$ cat config.mk
export PLATFORM = sky130hd
export DESIGN_NAME = issue_queue_shift
export DESIGN_NICKNAME = d
export VERILOG_FILES = /design/src/rtl/issue_queue_shift.sv
export SDC_FILE = /design/constraint.sdc
export NUM_CORES = 1
export LEC_CHECK = 0
export BUFFER_PORTS_ARGS = -buffer_cell sky130_fd_sc_hd__buf_2
export CAP_MARGIN = 0
export CELL_PAD_IN_SITES_DETAIL_PLACEMENT = 0
export CELL_PAD_IN_SITES_GLOBAL_PLACEMENT = 1
export CORE_MARGIN = 3
export CORE_UTILIZATION = 44
export DETAILED_ROUTE_END_ITERATION = 6
export PLACE_DENSITY_LB_ADDON = 0.12
export SYNTH_ARGS = -nofsm -noshare
export SYNTH_HDL_FRONTEND = slang
export SYNTH_SLANG_ARGS = --single-unit
$ cat constraint.sdc
create_clock -name clk -period 4.4 [get_ports clk]
set_input_delay 0 -clock clk [delete_from_list [all_inputs] [get_ports clk]]
set_output_delay 0 -clock clk [all_outputs]
set_load 0.02 [all_outputs]
$ cat src/rtl/issue_queue_shift.sv
// Collapsing issue queue: entry DEPTH-1 is oldest, entry 0 takes dispatch.
// Oldest ready entry issues under a ready/valid handshake; holes collapse one slot per cycle.
module issue_queue_shift #(
    parameter int unsigned DEPTH     = 4,
    parameter int unsigned TAG_W     = 6,
    parameter int unsigned DATA_W    = 32,
    parameter int unsigned PAYLOAD_W = 16
) (
    input  logic                         clk,
    input  logic                         rst_n,
    input  logic                         disp_valid,
    input  logic [TAG_W-1:0]             disp_rs1_tag,
    input  logic [TAG_W-1:0]             disp_rs2_tag,
    input  logic [DATA_W-1:0]            disp_rs1_data,
    input  logic [DATA_W-1:0]            disp_rs2_data,
    input  logic                         disp_rs1_data_valid,
    input  logic                         disp_rs2_data_valid,
    input  logic [PAYLOAD_W-1:0]         disp_payload,
    output logic                         queue_full,
    input  logic                         cdb_valid,
    input  logic [TAG_W-1:0]             cdb_tag,
    input  logic [DATA_W-1:0]            cdb_data,
    input  logic                         flush,
    output logic                         issue_valid,
    output logic [DATA_W-1:0]            issue_rs1_data,
    output logic [DATA_W-1:0]            issue_rs2_data,
    output logic [PAYLOAD_W-1:0]         issue_payload,
    input  logic                         ex_ready,
    output logic [$clog2(DEPTH+1)-1:0]   occupancy
);

    localparam int unsigned OCC_W = $clog2(DEPTH + 1);
    localparam int unsigned SEL_W = $clog2(DEPTH);

    logic [DEPTH-1:0]                w_valid;
    logic [DEPTH-1:0]                w_dv1;
    logic [DEPTH-1:0]                w_dv2;
    logic [DEPTH-1:0][TAG_W-1:0]     w_t1;
    logic [DEPTH-1:0][TAG_W-1:0]     w_t2;
    logic [DEPTH-1:0][DATA_W-1:0]    w_d1;
    logic [DEPTH-1:0][DATA_W-1:0]    w_d2;
    logic [DEPTH-1:0][PAYLOAD_W-1:0] w_pl;

    logic [DEPTH-1:0] w_ready;
    logic [DEPTH-1:0] w_kill;
    logic [DEPTH-1:0] w_shift;
    logic [SEL_W-1:0] w_sel;
    logic [OCC_W-1:0] w_occ;
    logic             w_fire;
    logic             w_disp_acc;
    logic             w_carry;

    // Select: last hit in ascending scan is the highest-index (oldest) ready entry
    always_comb begin
        w_ready = w_valid & w_dv1 & w_dv2;
        w_sel   = '0;
        w_occ   = '0;
        for (int unsigned i = 0; i < DEPTH; i++) begin
            if (w_ready[i]) w_sel = SEL_W'(i);
            w_occ = w_occ + OCC_W'(w_valid[i]);
        end
    end

    assign issue_valid    = |w_ready;
    assign w_fire         = issue_valid & ex_ready;
    assign occupancy      = w_occ;
    assign queue_full     = (w_occ == OCC_W'(DEPTH));
    assign w_disp_acc     = disp_valid & ~queue_full & ~flush;
    assign issue_rs1_data = issue_valid ? w_d1[w_sel] : '0;
    assign issue_rs2_data = issue_valid ? w_d2[w_sel] : '0;
    assign issue_payload  = issue_valid ? w_pl[w_sel] : '0;

    // Shift chain runs from the oldest slot down: any hole or removal above pulls everything below
    always_comb begin
        w_carry = 1'b0;
        w_kill  = '0;
        w_shift = '0;
        for (int i = int'(DEPTH) - 1; i >= 0; i--) begin
            w_kill[i]  = w_fire && (w_sel == SEL_W'(i));
            w_carry    = w_carry | ~w_valid[i] | w_kill[i];
            w_shift[i] = w_carry;
        end
    end

    for (genvar g = 0; g < DEPTH; g++) begin : g_ent
        logic                 r_valid, r_dv1, r_dv2;
        logic [TAG_W-1:0]     r_t1, r_t2;
        logic [DATA_W-1:0]    r_d1, r_d2;
        logic [PAYLOAD_W-1:0] r_pl;

        logic                 w_s_valid, w_s_dv1, w_s_dv2;
        logic [TAG_W-1:0]     w_s_t1, w_s_t2;
        logic [DATA_W-1:0]    w_s_d1, w_s_d2;
        logic [PAYLOAD_W-1:0] w_s_pl;
        logic                 w_n_dv1, w_n_dv2;
        logic [DATA_W-1:0]    w_n_d1, w_n_d2;

        assign w_valid[g] = r_valid;
        assign w_dv1[g]   = r_dv1;
        assign w_dv2[g]   = r_dv2;
        assign w_t1[g]    = r_t1;
        assign w_t2[g]    = r_t2;
        assign w_d1[g]    = r_d1;
        assign w_d2[g]    = r_d2;
        assign w_pl[g]    = r_pl;

        if (g == 0) begin : g_head
            always_comb begin
                w_s_valid = r_valid;
                w_s_dv1   = r_dv1;
                w_s_dv2   = r_dv2;
                w_s_t1    = r_t1;
                w_s_t2    = r_t2;
                w_s_d1    = r_d1;
                w_s_d2    = r_d2;
                w_s_pl    = r_pl;
                if (w_shift[0]) begin
                    w_s_valid = w_disp_acc;
                    w_s_dv1   = disp_rs1_data_valid;
                    w_s_dv2   = disp_rs2_data_valid;
                    w_s_t1    = disp_rs1_tag;
                    w_s_t2    = disp_rs2_tag;
                    w_s_d1    = disp_rs1_data;
                    w_s_d2    = disp_rs2_data;
                    w_s_pl    = disp_payload;
                end
            end
        end else begin : g_body
            // A neighbour that is issuing this cycle arrives as a hole, not a duplicate
            always_comb begin
                w_s_valid = r_valid;
                w_s_dv1   = r_dv1;
                w_s_dv2   = r_dv2;
                w_s_t1    = r_t1;
                w_s_t2    = r_t2;
                w_s_d1    = r_d1;
                w_s_d2    = r_d2;
                w_s_pl    = r_pl;
                if (w_shift[g]) begin
                    w_s_valid = w_valid[g-1] & ~w_kill[g-1];
                    w_s_dv1   = w_dv1[g-1];
                    w_s_dv2   = w_dv2[g-1];
                    w_s_t1    = w_t1[g-1];
                    w_s_t2    = w_t2[g-1];
                    w_s_d1    = w_d1[g-1];
                    w_s_d2    = w_d2[g-1];
                    w_s_pl    = w_pl[g-1];
                end
            end
        end

        // CDB capture on whatever value lands in this slot
        always_comb begin
            w_n_dv1 = w_s_dv1;
            w_n_d1  = w_s_d1;
            w_n_dv2 = w_s_dv2;
            w_n_d2  = w_s_d2;
            if (!w_s_dv1 && cdb_valid && (w_s_t1 == cdb_tag)) begin
                w_n_dv1 = 1'b1;
                w_n_d1  = cdb_data;
            end
            if (!w_s_dv2 && cdb_valid && (w_s_t2 == cdb_tag)) begin
                w_n_dv2 = 1'b1;
                w_n_d2  = cdb_data;
            end
        end

        always_ff @(posedge clk or negedge rst_n) begin
            if (!rst_n) begin
                r_valid <= 1'b0;
                r_dv1   <= 1'b0;
                r_dv2   <= 1'b0;
                r_t1    <= '0;
                r_t2    <= '0;
                r_d1    <= '0;
                r_d2    <= '0;
                r_pl    <= '0;
            end else begin
                r_valid <= w_s_valid & ~flush;
                r_dv1   <= w_n_dv1;
                r_dv2   <= w_n_dv2;
                r_t1    <= w_s_t1;
                r_t2    <= w_s_t2;
                r_d1    <= w_n_d1;
                r_d2    <= w_n_d2;
                r_pl    <= w_s_pl;
            end
        end
    end

endmodule

# After elaboration in Yosys (flattened, before gate mapping)
# Cells that the tools add are included.
totals:
  register_bits: 380
  wordCells: 170
  in_bits: 138
  output_inout_bits: 85
op_classes:
  n_reduce_logical: 38
  eq_ne: 12
  addsub: 3
  n_bitwise: 28
  n_mux: 56
  magnitude_cmp: 1
op_table:
  columns: ["operator", "count"]
  rows:
  - ["two-way mux 32 bit", 20]
  - ["binary-select mux 32 bit (select 2 bit)", 2]
  - ["equality test 6 bit", 8]
  - ["two-way mux 6 bit", 8]
  - ["binary-select mux 16 bit (select 2 bit)", 1]
  - ["two-way mux 16 bit", 2]
  - ["two-way mux 1 bit", 21]
  - ["logical AND 1 bit", 20]
  - ["nonzero test 2 bit", 8]
  - ["bitwise AND 1 bit", 10]
  - ["inverter 1 bit", 9]
  - ["bitwise AND 4 bit", 2]
  - ["zero test 1 bit", 8]
  - ["bitwise OR 1 bit", 7]
  - ["equality test 2 bit, second input constant", 2]
  - ["two-way mux 2 bit", 2]
  - ["OR reduction 4 bit", 1]
  - ["adder 2 x 1 -> 3 bit", 1]
  - ["adder 3 x 1 -> 3 bit", 1]
  - ["equality test 3 bit, second input constant", 1]
  - ["< comparator 2 x 3 -> 1 bit, second input constant", 1]
  - ["adder 1 x 1 -> 2 bit", 1]
  - ["equality test 2 x 1 -> 1 bit, second input constant", 1]
  - ["zero test 2 bit", 1]

# Logic depth before layout (Yosys ltp)
# Gate-level depths: netlist (run 1).
depth:
  word_depth: 19
  mapped_depth: 12
  ltp_nobuf: 8

# Worst setup path before layout (run 1)
# No wires, ideal clock.
synth_timing:
  kind: "register to register"
  startpoint: "register g_ent[0].r_dv2"
  endpoint: "register g_ent[0].r_d1[10]"
  t_arrival_ps: 3052
  t_required_ps: 4275
  path_slack_ps: 1223
  synth_period_minus_slack_ps: 3177
  stages_incl_launch_ff: 12
  path_cell_list: "dfrtp_1 nand3_1 nand4_2 a31o_4 or3_1 buf_6 buf_6 o311ai_1 nand4_1 nor4_4 buf_6 mux2_4"
synth_via:
  elab_chain_len: 16
  elab_cells_between_ends: 22
  cone_classes: "eq/ne (1); mux (3); bitwise (9); reduce/logical (9)"
synth_rtl:
  columns: ["element", "line", "rtl"]
  rows:
  - ["start, declared", "86", "logic r_valid, r_dv1, r_dv2;"]
  - ["start signal, assigned", "181", "r_dv2 <= w_n_dv2;"]
  - ["bitwise AND 4 bit *", "55", "w_ready = w_valid & w_dv1 & w_dv2;"]
  - ["OR reduction 4 bit *", "64", "assign issue_valid = |w_ready;"]
  - ["via issue_valid", "24", "output logic issue_valid,"]
  - ["bitwise AND 1 bit *", "65", "assign w_fire = issue_valid & ex_ready;"]
  - ["logical AND 1 bit", "79", "w_kill[i] = w_fire && (w_sel == SEL_W'(i));"]
  - ["bitwise OR 1 bit (6 in series)", "80", "w_carry = w_carry | ~w_valid[i] | w_kill[i];"]
  - ["bitwise OR 1 bit *", "80", null]
  - ["parallel branches: the longest is 5 deep, another holds two-way mux 32 bit", null, null]
  - ["end signal, assigned", "184", "r_d1 <= w_n_d1;"]
  - ["end, declared", "88", "logic [DATA_W-1:0] r_d1, r_d2;"]
# Mark *: on every way through the listed nets, which the timed path passes.
# A chain may end at the register's enable or synchronous reset.

# Worst setup path after layout (run 1)
layout_timing:
  startpoint: "register g_ent[3].r_valid"
  endpoint: "register g_ent[0].r_d1[10]"
layout_via:
  elab_chain_len: 17
  elab_cells_between_ends: 29
  cone_classes: "eq/ne (4); mux (4); bitwise (11); reduce/logical (10)"
layout_rtl:
  columns: ["element", "line", "rtl"]
  rows:
  - ["start, declared", "86", null]
  - ["start signal, assigned", "179", "r_valid <= w_s_valid & ~flush;"]
  - ["bitwise AND 4 bit (2 in series)", "55", null]
  - ["OR reduction 4 bit / two-way mux 2 bit (equally long branches)", "64, 59", null]
  - ["bitwise AND 1 bit / equality test 2 bit (equally long branches)", "65, 79", null]
  - ["logical AND 1 bit", "79", null]
  - ["bitwise OR 1 bit (6 in series)", "80", null]
  - ["bitwise OR 1 bit *", "80", null]
  - ["parallel branches: the longest is 5 deep, another holds two-way mux 32 bit", null, null]
# Every way passes the cells marked *.

==> results.py, run 1 <==
metrics = {
    "route": {
        "routed_wl_mm": 68.7,
        "wl_per_cell_um": 20.9,
        "drtAntennaViolNets": 0,
        "vias": 18030,
        "via_per_inst": 5.49,
        "drt-initial-drc-count": 1578,
        "drtPass1Iterations": 5,
        "drc": 0,
    },
    "logic_synthesis": {
        "synth_area_per_cell_um2": 8.57,
        "synth_edf_count": 0,
        "syn-cell-area_mm2": 0.0202,
        "synth-seq-area-share_pct": 47.2,
        "yosysMostFrequentCell": "nand2_1",
        "synth_area_leader_cell": "dfrtp_1",
        "synth-async-reset-ratio_pct": 100,
        "synth_area_leaders": "dfrtp_1, nand2_1, mux2_2",
        "synthTopCellsByCount": "nand2_1, dfrtp_1, mux2_2, clkbuf_1, a21oi_1",
        "ys_warn_count": 0,
        "syn_inst": 2352,
        "yosysUniqueCellTypes": 61,
        "synthDominantCellAreaShare_pct": 47.2,
        "synth_top_flop_cell": "dfrtp_1",
        "synth_nets": 2493,
        "synth-seq-cells": 380,
    },
    "grt": {
        "grt.total_usage_pct": 28.1,
        "grt_max_degree": 113,
        "grt.overflow.total": 0,
        "antenna_found_initial": 0,
        "grt_pass1_wl_mm": 106,
        "grt_pass1_vias": 18060,
    },
    "timing": {
        "finalSetupTns_ns": 0,
        "timing.fmax_ghz": 0.239,
        "tightest_slew_ns": 1.20,
        "period_minus_slack_ns": 4.18,
        "setup_violations": 0,
        "maxSlewViolCount": 0,
        "fin_crit_sh_pct": 95.0,
        "grt_setup_unrepaired": "false",
        "timing.final.ws_setup_ns": 0.220,
        "finalHoldViolCount": 0,
        "clock_skew_ns": 0.0277,
        "slew_headroom_pct": 20.0,
    },
    "place": {
        "preCtsSetupSlack_ns": 0.551,
        "dp_hpwl_mm": 38.6,
        "finalWeightedCongestion": 0.865,
        "io_buffer_count": 222,
    },
    "finish": {
        "nets": 2795,
        "diodes": 0,
        "nFillCells": 4188,
        "multi_input_area_mm2": 0.00996,
        "seq_area_mm2": 0.00951,
        "synthToLayoutAreaGrowth_pct": 23.4,
        "drive_gt1_share_pct": 19.9,
    },
    "power": {
        "p_per_area_mw_per_mm2": 350,
        "p_leak_uw": 0.0122,
        "peakVddDrop_uv": 280,
    },
    "job": {
        "max-cap-violations": 0,
    },
    "clock_network": {
        "clock-sinks": 380,
        "clk_latency_ns": 0.59,
        "cts_root_buf": "clkbuf_16",
        "cts_max_path_buffers": 3,
        "cts_buffers": 45,
        "tritoncts": "yes",
        "path_clk_slew_ns": 0.06,
        "htreeDepth": 2,
    },
    "setup_path": {
        "cp.required_ns": 4.85,
        "critPathSlowestCell": "dlygate4sd3_1",
        "arrival_ns": 4.63,
        "r2r_setup_slack_ns": 0.22,
        "crit_chain": "nand3_2, nand4_2, a31o_4, or3_4, o311ai_0, nand4_1, nor4_4, clkbuf_16, mux2_4, dlygate4sd3_1",
        "slowest_delay_ns": 0.57,
        "critPathKind": "flip-flop to flip-flop",
        "critPathCaptureType": "flip-flop",
        "worst-path-max-fanout": 20,
        "critPathLaunchType": "flip-flop",
    },
    "die": {
        "core_area_mm2": 0.0447,
        "dieArea_mm2": 0.0484,
        "row_count": 77,
        "die_x_um": 220,
        "die_h_um": 220,
        "num_io_pins": 223,
        "start_util_pct": 45.1,
    },
    "min_path": {
        "hold_class": "primary input to asynchronous set/reset pin",
    },
    "run_status": {
        "status": "finished, final reports clean",
    },
}
## layer usage
layer | vias to the layer above | part of all wire [%] | GRT usage [%] | wire length [µm]
li1 | 8402 | - | - | -
met5 | - | 0 | 0 | 0
met4 | 0 | 2.1 | 7.88 | 1470
met3 | 86 | 6.6 | 4.56 | 4510
met1 | 8925 | 44 | 39.0 | 30100
met2 | 617 | 47 | 45.9 | 32600
## logic make-up after synthesis
group,after synthesis,share of synthesized area [%]
simple gates,1260,24.4
flops,380,47.2
compound gates,274,9.74
mux,217,13.0
buf+inv,182,3.89
xor+xnor,36,1.56
fa+ha+maj,3,0.223
## cells in the final DEF, fill, tap and decap left out, types with 10 or more instances in the layout
master            n
mux2_2          124
nand2_1        1134
a31oi_1          64
clkinv_2         10
clkbuf_8         13
inv_1            15
a21oi_1          88
mux2_1           38
mux2_4           49
buf_4            27
clkbuf_16        48
dlygate4sd3_1   158
dfrtp_1         380
buf_2           221
nand3_1          12
a221o_1          81
xnor2_1          31
nor2_1           69
## layout make-up
| type | count | area share (%) |
|---|---|---|
| multi-input combinational | 1792 | 40.0 |
| sequential | 380 | 38.2 |
| timing repair buffer | 416 | 12.4 |
| clock buffer | 69 | 5.58 |
| tap | 592 | 2.98 |
| clock inverter | 14 | 0.513 |
| inverter | 19 | 0.287 |
## what timing repair did
item | in CTS | in global routing
endpoints found under the hold margin | 395 | 0
hold buffers | 158 | 0
resized for setup | 0 | 2
setup endpoints to repair | 0 | 27
buffers inserted | 0 | 1
## flip-flops by register name, summed over array words and instances (netlist names)
name	cells
g_ent.r_d1	128
g_ent.r_d2	128
g_ent.r_pl	64
g_ent.r_t1	24
g_ent.r_t2	24
g_ent.r_dv1	4
g_ent.r_dv2	4
g_ent.r_valid	4
## worst paths after layout
| check | startpoint | endpoint | cells past startpoint |
|---|---|---|---|
| worst max-delay path | g_ent[3].r_valid | g_ent[0].r_d1[10] | 10 |
| worst min register to register | g_ent[3].r_pl[2] | g_ent[3].r_pl[2] | 2 |
| worst min-delay path | rst_n | g_ent[0].r_pl[14] | 2 |
| min in group clk | disp_payload[2] | g_ent[0].r_pl[2] | 4 |
| max in group asynchronous | rst_n | g_ent[2].r_d2[16] | 3 |
| worst max register to register | g_ent[3].r_valid | g_ent[0].r_d1[10] | 10 |
## where the power goes
group | switching, µW | leakage [µW] | internal (µW)
clock | 1550 | 0.000759 | 2290
sequential | 169 | 0.00444 | 3730
combinational | 532 | 0.00703 | 447
## through the flow
step	utilization, %	std cells	total power [µW]	area, µm²	hold WS [ns]
finish	55.7	3282	8720	24900	0.0716
CTS	55.6	3278	8790	24800	0.107
global route	55.7	3282	9060	24900	0.142
floorplan	-	2352	4420	20200	-0.296
global placement	48.6	3037	4790	21700	0.138
detailed placement	48.6	3037	4820	21700	0.132
## critical path, delay by kind of cell (launching register included)
kind | cells | cell delay [ns]
simple gates | 5 | 1.55
buf+inv | 2 | 0.87
mux | 1 | 0.32
flops | 1 | 0.46
compound gates | 2 | 0.81
Note: power is estimated with default switching activity, not from simulation.
==> run 2: changes to the inputs <==
--- a/config.mk
+++ b/config.mk
@@ -5,6 +5,7 @@
 export SDC_FILE = /design/constraint.sdc
 export NUM_CORES = 1
 export LEC_CHECK = 0
+export ABC_AREA = 1
 export BUFFER_PORTS_ARGS = -buffer_cell sky130_fd_sc_hd__buf_2
 export CAP_MARGIN = 0
 export CELL_PAD_IN_SITES_DETAIL_PLACEMENT = 0
==> run 2 against run 1 <==
The flow now finishes with violations (negative hold slack). Wire length grew 16%. Setup slack better by 0.23 ns. Clock power hardly changed. Die area up 2.4%. Critical path depth up 7. Design area grew 0.86%. Maximum frequency increased by 5.8%. Hold slack got worse by 0.076 ns. Flip-flop and latch count unchanged. Via count is 18% higher. Register-to-register slack gained 0.23 ns. Total power up 2.1%. Critical path type unchanged. Critical endpoint is now g_ent[0].r_d2[30]. Highest routed layer is now met5.
==> results.py, run 2 <==
metrics = {
    "power": {
        "p_per_area_mw_per_mm2": 355,
        "peakVddDrop_uv": 299,
        "p_leak_uw": 0.0125,
    },
    "route": {
        "drtPass1Iterations": 6,
        "via_per_inst": 5.89,
        "drtAntennaViolNets": 0,
        "drc": 0,
        "drt-initial-drc-count": 2402,
        "routed_wl_mm": 79.5,
        "wl_per_cell_um": 21.9,
        "vias": 21345,
    },
    "setup_path": {
        "crit_chain": "nand3_1, clkinv_1, nand4_1, nand2_1, nor2_4, buf_4, nand3_1, nand3_1, nand2_1, clkinv_1, nand2_1, nor2_2, buf_4, nand3_1, nand2_1, dlygate4sd3_1, nand2_1",
        "critPathCaptureType": "flip-flop",
        "arrival_ns": 4.42,
        "slowest_delay_ns": 0.55,
        "worst-path-max-fanout": 32,
        "critPathLaunchType": "flip-flop",
        "critPathSlowestCell": "dlygate4sd3_1",
        "critPathKind": "flip-flop to flip-flop",
        "cp.required_ns": 4.87,
        "cpMostUsedCell": "nand2_1",
    },
    "timing": {
        "period_minus_slack_ns": 3.95,
        "timing.fmax_ghz": 0.253,
        "slew_headroom_pct": 21.2,
        "fin_crit_sh_pct": 89.8,
        "holdWs_ns": -0.00460,
        "timing.final.ws_setup_ns": 0.450,
        "finalHoldViolCount": 1,
        "setup_violations": 0,
        "clock_skew_ns": 0.0198,
        "tightest_slew_ns": 1.18,
        "grt_setup_unrepaired": "false",
        "finalSetupTns_ns": 0,
        "maxSlewViolCount": 0,
    },
    "min_path": {
        "hold_class": "primary input to asynchronous set/reset pin",
    },
    "clock_network": {
        "tritoncts": "yes",
        "cts-resized-gates": 0,
        "path_clk_slew_ns": 0.06,
        "cts_setup_buffers": 0,
        "clock-sinks": 380,
        "htreeDepth": 2,
        "clk_latency_ns": 0.58,
        "cts_root_buf": "clkbuf_16",
        "cts_max_path_buffers": 3,
        "cts_buffers": 45,
    },
    "run_status": {
        "status": "finished with violations",
        "violations": "negative hold slack",
    },
    "grt": {
        "grt_pass1_vias": 20464,
        "grtUsageMet3_pct": 6.25,
        "grt_max_degree": 122,
        "use_met1_pct": 44.5,
        "antenna_found_initial": 3,
        "grt_pass1_wl_mm": 123,
        "grt.total_usage_pct": 31.3,
        "grt.overflow.total": 0,
        "top_usage_layer": "met2",
        "grt_util_met2_pct": 48.3,
    },
    "logic_synthesis": {
        "yosysUniqueCellTypes": 35,
        "ys_warn_count": 0,
        "syn_inst": 2763,
        "synth_nets": 2904,
        "syn-cell-area_mm2": 0.0206,
        "synth_area_leaders": "dfrtp_1, nand3_1, nand2_1",
        "synthDominantCellAreaShare_pct": 46.1,
        "synth-async-reset-ratio_pct": 100,
        "synth-seq-area-share_pct": 46.1,
        "synthTopCellsByCount": "nand2_1, nand3_1, dfrtp_1, inv_1, clkbuf_1",
        "yosysMostFrequentCell": "nand2_1",
        "synth_edf_count": 0,
        "synth_area_leader_cell": "dfrtp_1",
        "synth-seq-cells": 380,
        "synth_area_per_cell_um2": 7.47,
        "synth_top_flop_cell": "dfrtp_1",
    },
    "finish": {
        "nets": 3137,
        "layout_common_cells": "nand2_1, nand3_1, dfrtp_1, buf_2, inv_1",
        "layout_commonest_cell": "nand2_1",
        "reg.largest.list": "g_ent.r_d1 x128, g_ent.r_d2 x128, g_ent.r_pl x64",
        "synthToLayoutAreaGrowth_pct": 21.6,
        "drive_gt1_share_pct": 12.7,
    },
    "place": {
        "io_buffer_count": 222,
        "preCtsSetupSlack_ns": 0.982,
        "dp_hpwl_mm": 48.6,
        "finalWeightedCongestion": 0.903,
    },
    "die": {
        "start_util_pct": 45.0,
        "die_x_um": 223,
        "die_h_um": 223,
        "dieArea_mm2": 0.0496,
        "core_area_mm2": 0.0459,
        "row_count": 78,
        "num_io_pins": 223,
    },
    "job": {
        "max-cap-violations": 0,
    },
}
## run 2: what timing repair did
item | 4_1_cts | 5_1_grt
setup endpoints to repair | 0 | 0
hold buffers | 140 | 0
endpoints found under the hold margin | 327 | 0
## run 2: logic make-up after synthesis
kind of cell / share of synthesized area (%)
adders and majority gates: 0.218
DFF: 46.1
xor gates and xnor gates: 0.551
and+or+nand+nor: 33.1
buffers and inverters: 7.81
AOI/OAI and AO/OA: 12.3
## run 2: worst max-delay path, delay by kind of cell, from the launching register on
kind	cells	cell delay, ns
and+or+nand+nor	12	1.79
DFF	1	0.42
buffers and inverters	5	1.60
## run 2: final timing paths
| check | startpoint | endpoint | slack (ns) | cells past startpoint |
|---|---|---|---|---|
| worst max-delay path | g_ent[1].r_valid | g_ent[0].r_d2[30] | 0.45 | 17 |
| worst min-delay path | rst_n | g_ent[0].r_t2[5] | -0.005 | 2 |
| worst max register to register | g_ent[1].r_valid | g_ent[0].r_d2[30] | 0.45 | 17 |
| worst min register to register | g_ent[3].r_pl[2] | g_ent[3].r_pl[2] | 0.48 | 2 |
| max in group asynchronous | rst_n | g_ent[2].r_d2[10] | 3.11 | 3 |
| min in group clk | cdb_valid | g_ent[1].r_dv2 | 0.10 | 7 |
## run 2: through the flow
stage | hold WS (ns) | utilization (%) | std cells | total power, µW | area (µm²)
floorplan | -0.296 | - | 2763 | 4510 | 20600
global placement | 0.0868 | 48.4 | 3409 | 4970 | 22200
detailed placement | 0.0873 | 48.4 | 3409 | 5000 | 22200
CTS | 0.0491 | 54.7 | 3625 | 8930 | 25100
global route | 0.0955 | 54.7 | 3626 | 9230 | 25100
finish | -0.00460 | 54.7 | 3626 | 8900 | 25100
## run 2: power by group
part	internal (µW)	switching [µW]
sequential	3720	149
combinational	425	756
clock	2300	1550
total	6450	2450
## run 2: layer usage
| layer | part of all wire, % | wire length (µm) | vias to the layer above |
|---|---|---|---|
| li1 | - | - | 9790 |
| met1 | 43 | 34200 | 10311 |
| met2 | 44 | 35300 | 1087 |
| met3 | 9.6 | 7660 | 155 |
| met4 | 2.9 | 2300 | 2 |
| met5 | 0.016 | 13 | - |
## run 2: final cells by class
cell class	count	area, µm²
fill	4354	20800
multi-input combinational	1989	9620
antenna	1	2.50
sequential	380	9510
clock buffer	62	1310
inverter	164	616
clock inverter	14	183
tap	600	751
timing repair buffer	416	3100
==> run 3: changes to the inputs <==
--- a/config.mk
+++ b/config.mk
@@ -11,9 +11,10 @@
 export CELL_PAD_IN_SITES_DETAIL_PLACEMENT = 0
 export CELL_PAD_IN_SITES_GLOBAL_PLACEMENT = 1
 export CORE_MARGIN = 3
-export CORE_UTILIZATION = 44
+export CORE_UTILIZATION = 35
 export DETAILED_ROUTE_END_ITERATION = 6
 export PLACE_DENSITY_LB_ADDON = 0.12
+export REMOVE_ABC_BUFFERS = 1
 export SYNTH_ARGS = -nofsm -noshare
 export SYNTH_HDL_FRONTEND = slang
 export SYNTH_SLANG_ARGS = --single-unit
==> constraint.sdc (replaced) <==
create_clock -name clk -period 4 [get_ports clk]
set_input_delay 0 -clock clk [delete_from_list [all_inputs] [get_ports clk]]
set_output_delay 0 -clock clk [all_outputs]
set_load 0.02 [all_outputs]
==> run 3 against run 2 <==
The run now ends clean. Utilization down 11 points. Design area rose by 2.2%. Hold slack gained 0.054 ns. Register-to-register slack lost 0.03 ns. Combinational power up 11%. Critical path type unchanged. Largest cell class unchanged. Wire length is 8.0% higher. Sequential share of layout area shrank 0.81 points. Final cell count up 5.2%. Non-clock buffer count is 12 higher. Die area is 25% higher.
==> results.py, run 3 (same netlist as run 2, synthesis figures left out) <==
metrics = {
    "grt": {
        "grt_max_degree": 125,
        "grt.overflow.total": 0,
        "grt_pass1_vias": 21254,
        "grt_pass1_wl_mm": 131,
        "grt.total_usage_pct": 26.8,
        "antenna_found_initial": 0,
    },
    "finish": {
        "nFillCells": 5843,
        "post-route-cell-area_mm2": 0.0256,
        "drive_gt1_share_pct": 13.3,
        "synthToLayoutAreaGrowth_pct": 24.2,
        "layout_commonest_cell": "nand2_1",
        "reg.largest.list": "g_ent.r_d1 x128, g_ent.r_d2 x128, g_ent.r_pl x64",
        "multi_input_area_mm2": 0.00971,
        "seq_area_mm2": 0.00951,
        "layout_common_cells": "nand2_1, nand3_1, dfrtp_1, buf_2, inv_1",
        "diodes": 0,
        "nets": 3153,
    },
    "timing": {
        "grt_setup_unrepaired": "false",
        "timing.fmax_ghz": 0.279,
        "finalSetupTns_ns": 0,
        "tightest_slew_ns": 1.10,
        "maxSlewViolCount": 0,
        "finalHoldViolCount": 0,
        "clock_skew_ns": 0.0233,
        "slew_headroom_pct": 27.0,
        "period_minus_slack_ns": 3.58,
        "setup_violations": 0,
        "fin_crit_sh_pct": 89.5,
    },
    "clock_network": {
        "cts_root_buf": "clkbuf_16",
        "cts_max_path_buffers": 3,
        "clock-sinks": 380,
        "htreeDepth": 2,
        "tritoncts": "yes",
        "clk_latency_ns": 0.59,
        "path_clk_slew_ns": 0.06,
        "cts_buffers": 47,
    },
    "setup_path": {
        "critPathLaunchType": "flip-flop",
        "worstRegToRegCells": 17,
        "worst-path-max-fanout": 24,
        "critPathKind": "flip-flop to flip-flop",
        "reg2reg_to": "g_ent[0].r_d2[6]",
        "cp.required_ns": 4.46,
        "reg2reg_from": "g_ent[1].r_valid",
        "arrival_ns": 4.04,
        "r2r_setup_slack_ns": 0.42,
        "critPathCaptureType": "flip-flop",
    },
    "route": {
        "vias": 21308,
        "wl_per_cell_um": 22.5,
        "drtAntennaViolNets": 0,
        "routed_wl_mm": 85.9,
        "drt-initial-drc-count": 2029,
        "drtPass1Iterations": 6,
        "drc": 0,
        "via_per_inst": 5.59,
    },
    "power": {
        "totalPowerFinal_uw": 10100,
        "p_leak_uw": 0.0127,
        "peakVddDrop_uv": 278,
        "p_per_area_mw_per_mm2": 394,
    },
    "place": {
        "finalWeightedCongestion": 0.819,
        "dp_hpwl_mm": 49.7,
        "place_area_mm2": 0.0226,
        "io_buffer_count": 222,
    },
    "die": {
        "num_io_pins": 223,
        "die_x_um": 249,
        "start_util_pct": 35.6,
        "die_h_um": 249,
        "dieArea_mm2": 0.0619,
        "core_area_mm2": 0.0580,
        "row_count": 88,
    },
    "run_status": {
        "status": "finished, final reports clean",
    },
    "min_path": {
        "hold_class": "primary input to asynchronous set/reset pin",
    },
    "job": {
        "max-cap-violations": 0,
    },
}
==> run 3: changes by cell type in the layout (fill, tap and decap cells not counted), sizes merged, moves of 2 or more <==
cell / previous run / this run
buf: 276 / 289
clkbuf: 62 / 74
clkinv: 10 / 12
clkinvlp: 2 / 0
inv: 162 / 159
nand2: 822 / 824
==> run 3: timing repair <==
item | 4_1_cts | 5_1_grt
gates resized for setup | 0 | 6
hold buffers | 139 | 0
setup endpoints to repair | 0 | 8
endpoints found under the hold margin | 383 | 0
setup buffers | 0 | 3
==> run 3: final cells by class <==
| type | instances | share of cell area [%] |
|---|---|---|
| multi-input cells | 1991 | 37.9 |
| flip-flops and latches | 380 | 37.1 |
| repair buffers | 428 | 12.5 |
| clock buffers | 74 | 5.73 |
| well taps | 765 | 3.73 |
| inverters | 164 | 2.42 |
| clock inverters | 11 | 0.620 |
==> run 3: report_power, final <==
group	switching [µW]	internal, µW	total (µW)
sequential	165	4100	4260
combinational	832	475	1310
clock	1760	2770	4530
total	2760	7340	10100
==> run 3: worst max-delay path: stages, from the launching register on <==
cell and delay (ns):
dfrtp_1 0.42, nand3_1 0.21, clkinv_1 0.17, nand4_1 0.12, nand2_1 0.11, nor2_4 0.30
buf_6 0.27, nand3_1 0.10, nand3_1 0.13, nand2_1 0.07, inv_1 0.09, nand2_1 0.10
nor2_4 0.27, buf_6 0.31, nand3_1 0.12, nand2_1 0.08, dlygate4sd3_1 0.54, nand2_1 0.05
==> run 3: how the worst max path moves through the flow <==
stage,start,endpoint,cells past startpoint
2_1_floorplan,g_ent[3].r_dv2,g_ent[2].r_d1[0],13
3_3_place_gp,g_ent[3].r_valid,g_ent[0].r_d1[15],17
3_5_place_dp,g_ent[3].r_valid,g_ent[0].r_d1[5],17
4_1_cts,g_ent[3].r_valid,g_ent[0].r_d2[24],17
5_1_grt,g_ent[3].r_valid,g_ent[0].r_d2[6],17
6_report,g_ent[1].r_valid,g_ent[0].r_d2[6],17
==> run 3: per-stage QoR <==
| stage | worst slack (ns) | instances | hold slack [ns] | util, % |
|---|---|---|---|---|
| floorplan | -5.47 | 2533 | -0.296 | - |
| finish | 0.419 | 3813 | 0.0491 | 44.2 |
| global route | 0.0830 | 3813 | 0.123 | 44.2 |
| detailed placement | 0.520 | 3584 | 0.114 | 38.9 |
| global placement | 0.598 | 3584 | 0.119 | 38.9 |
| CTS | 0.0541 | 3808 | 0.0841 | 44.1 |
==> run 3: routing by layer <==
metal	part of all wire [%]	global-route usage, %
met1	44	37.0
met2	46	43.5
met3	6.7	4.12
met4	2.9	8.22
met5	0	0
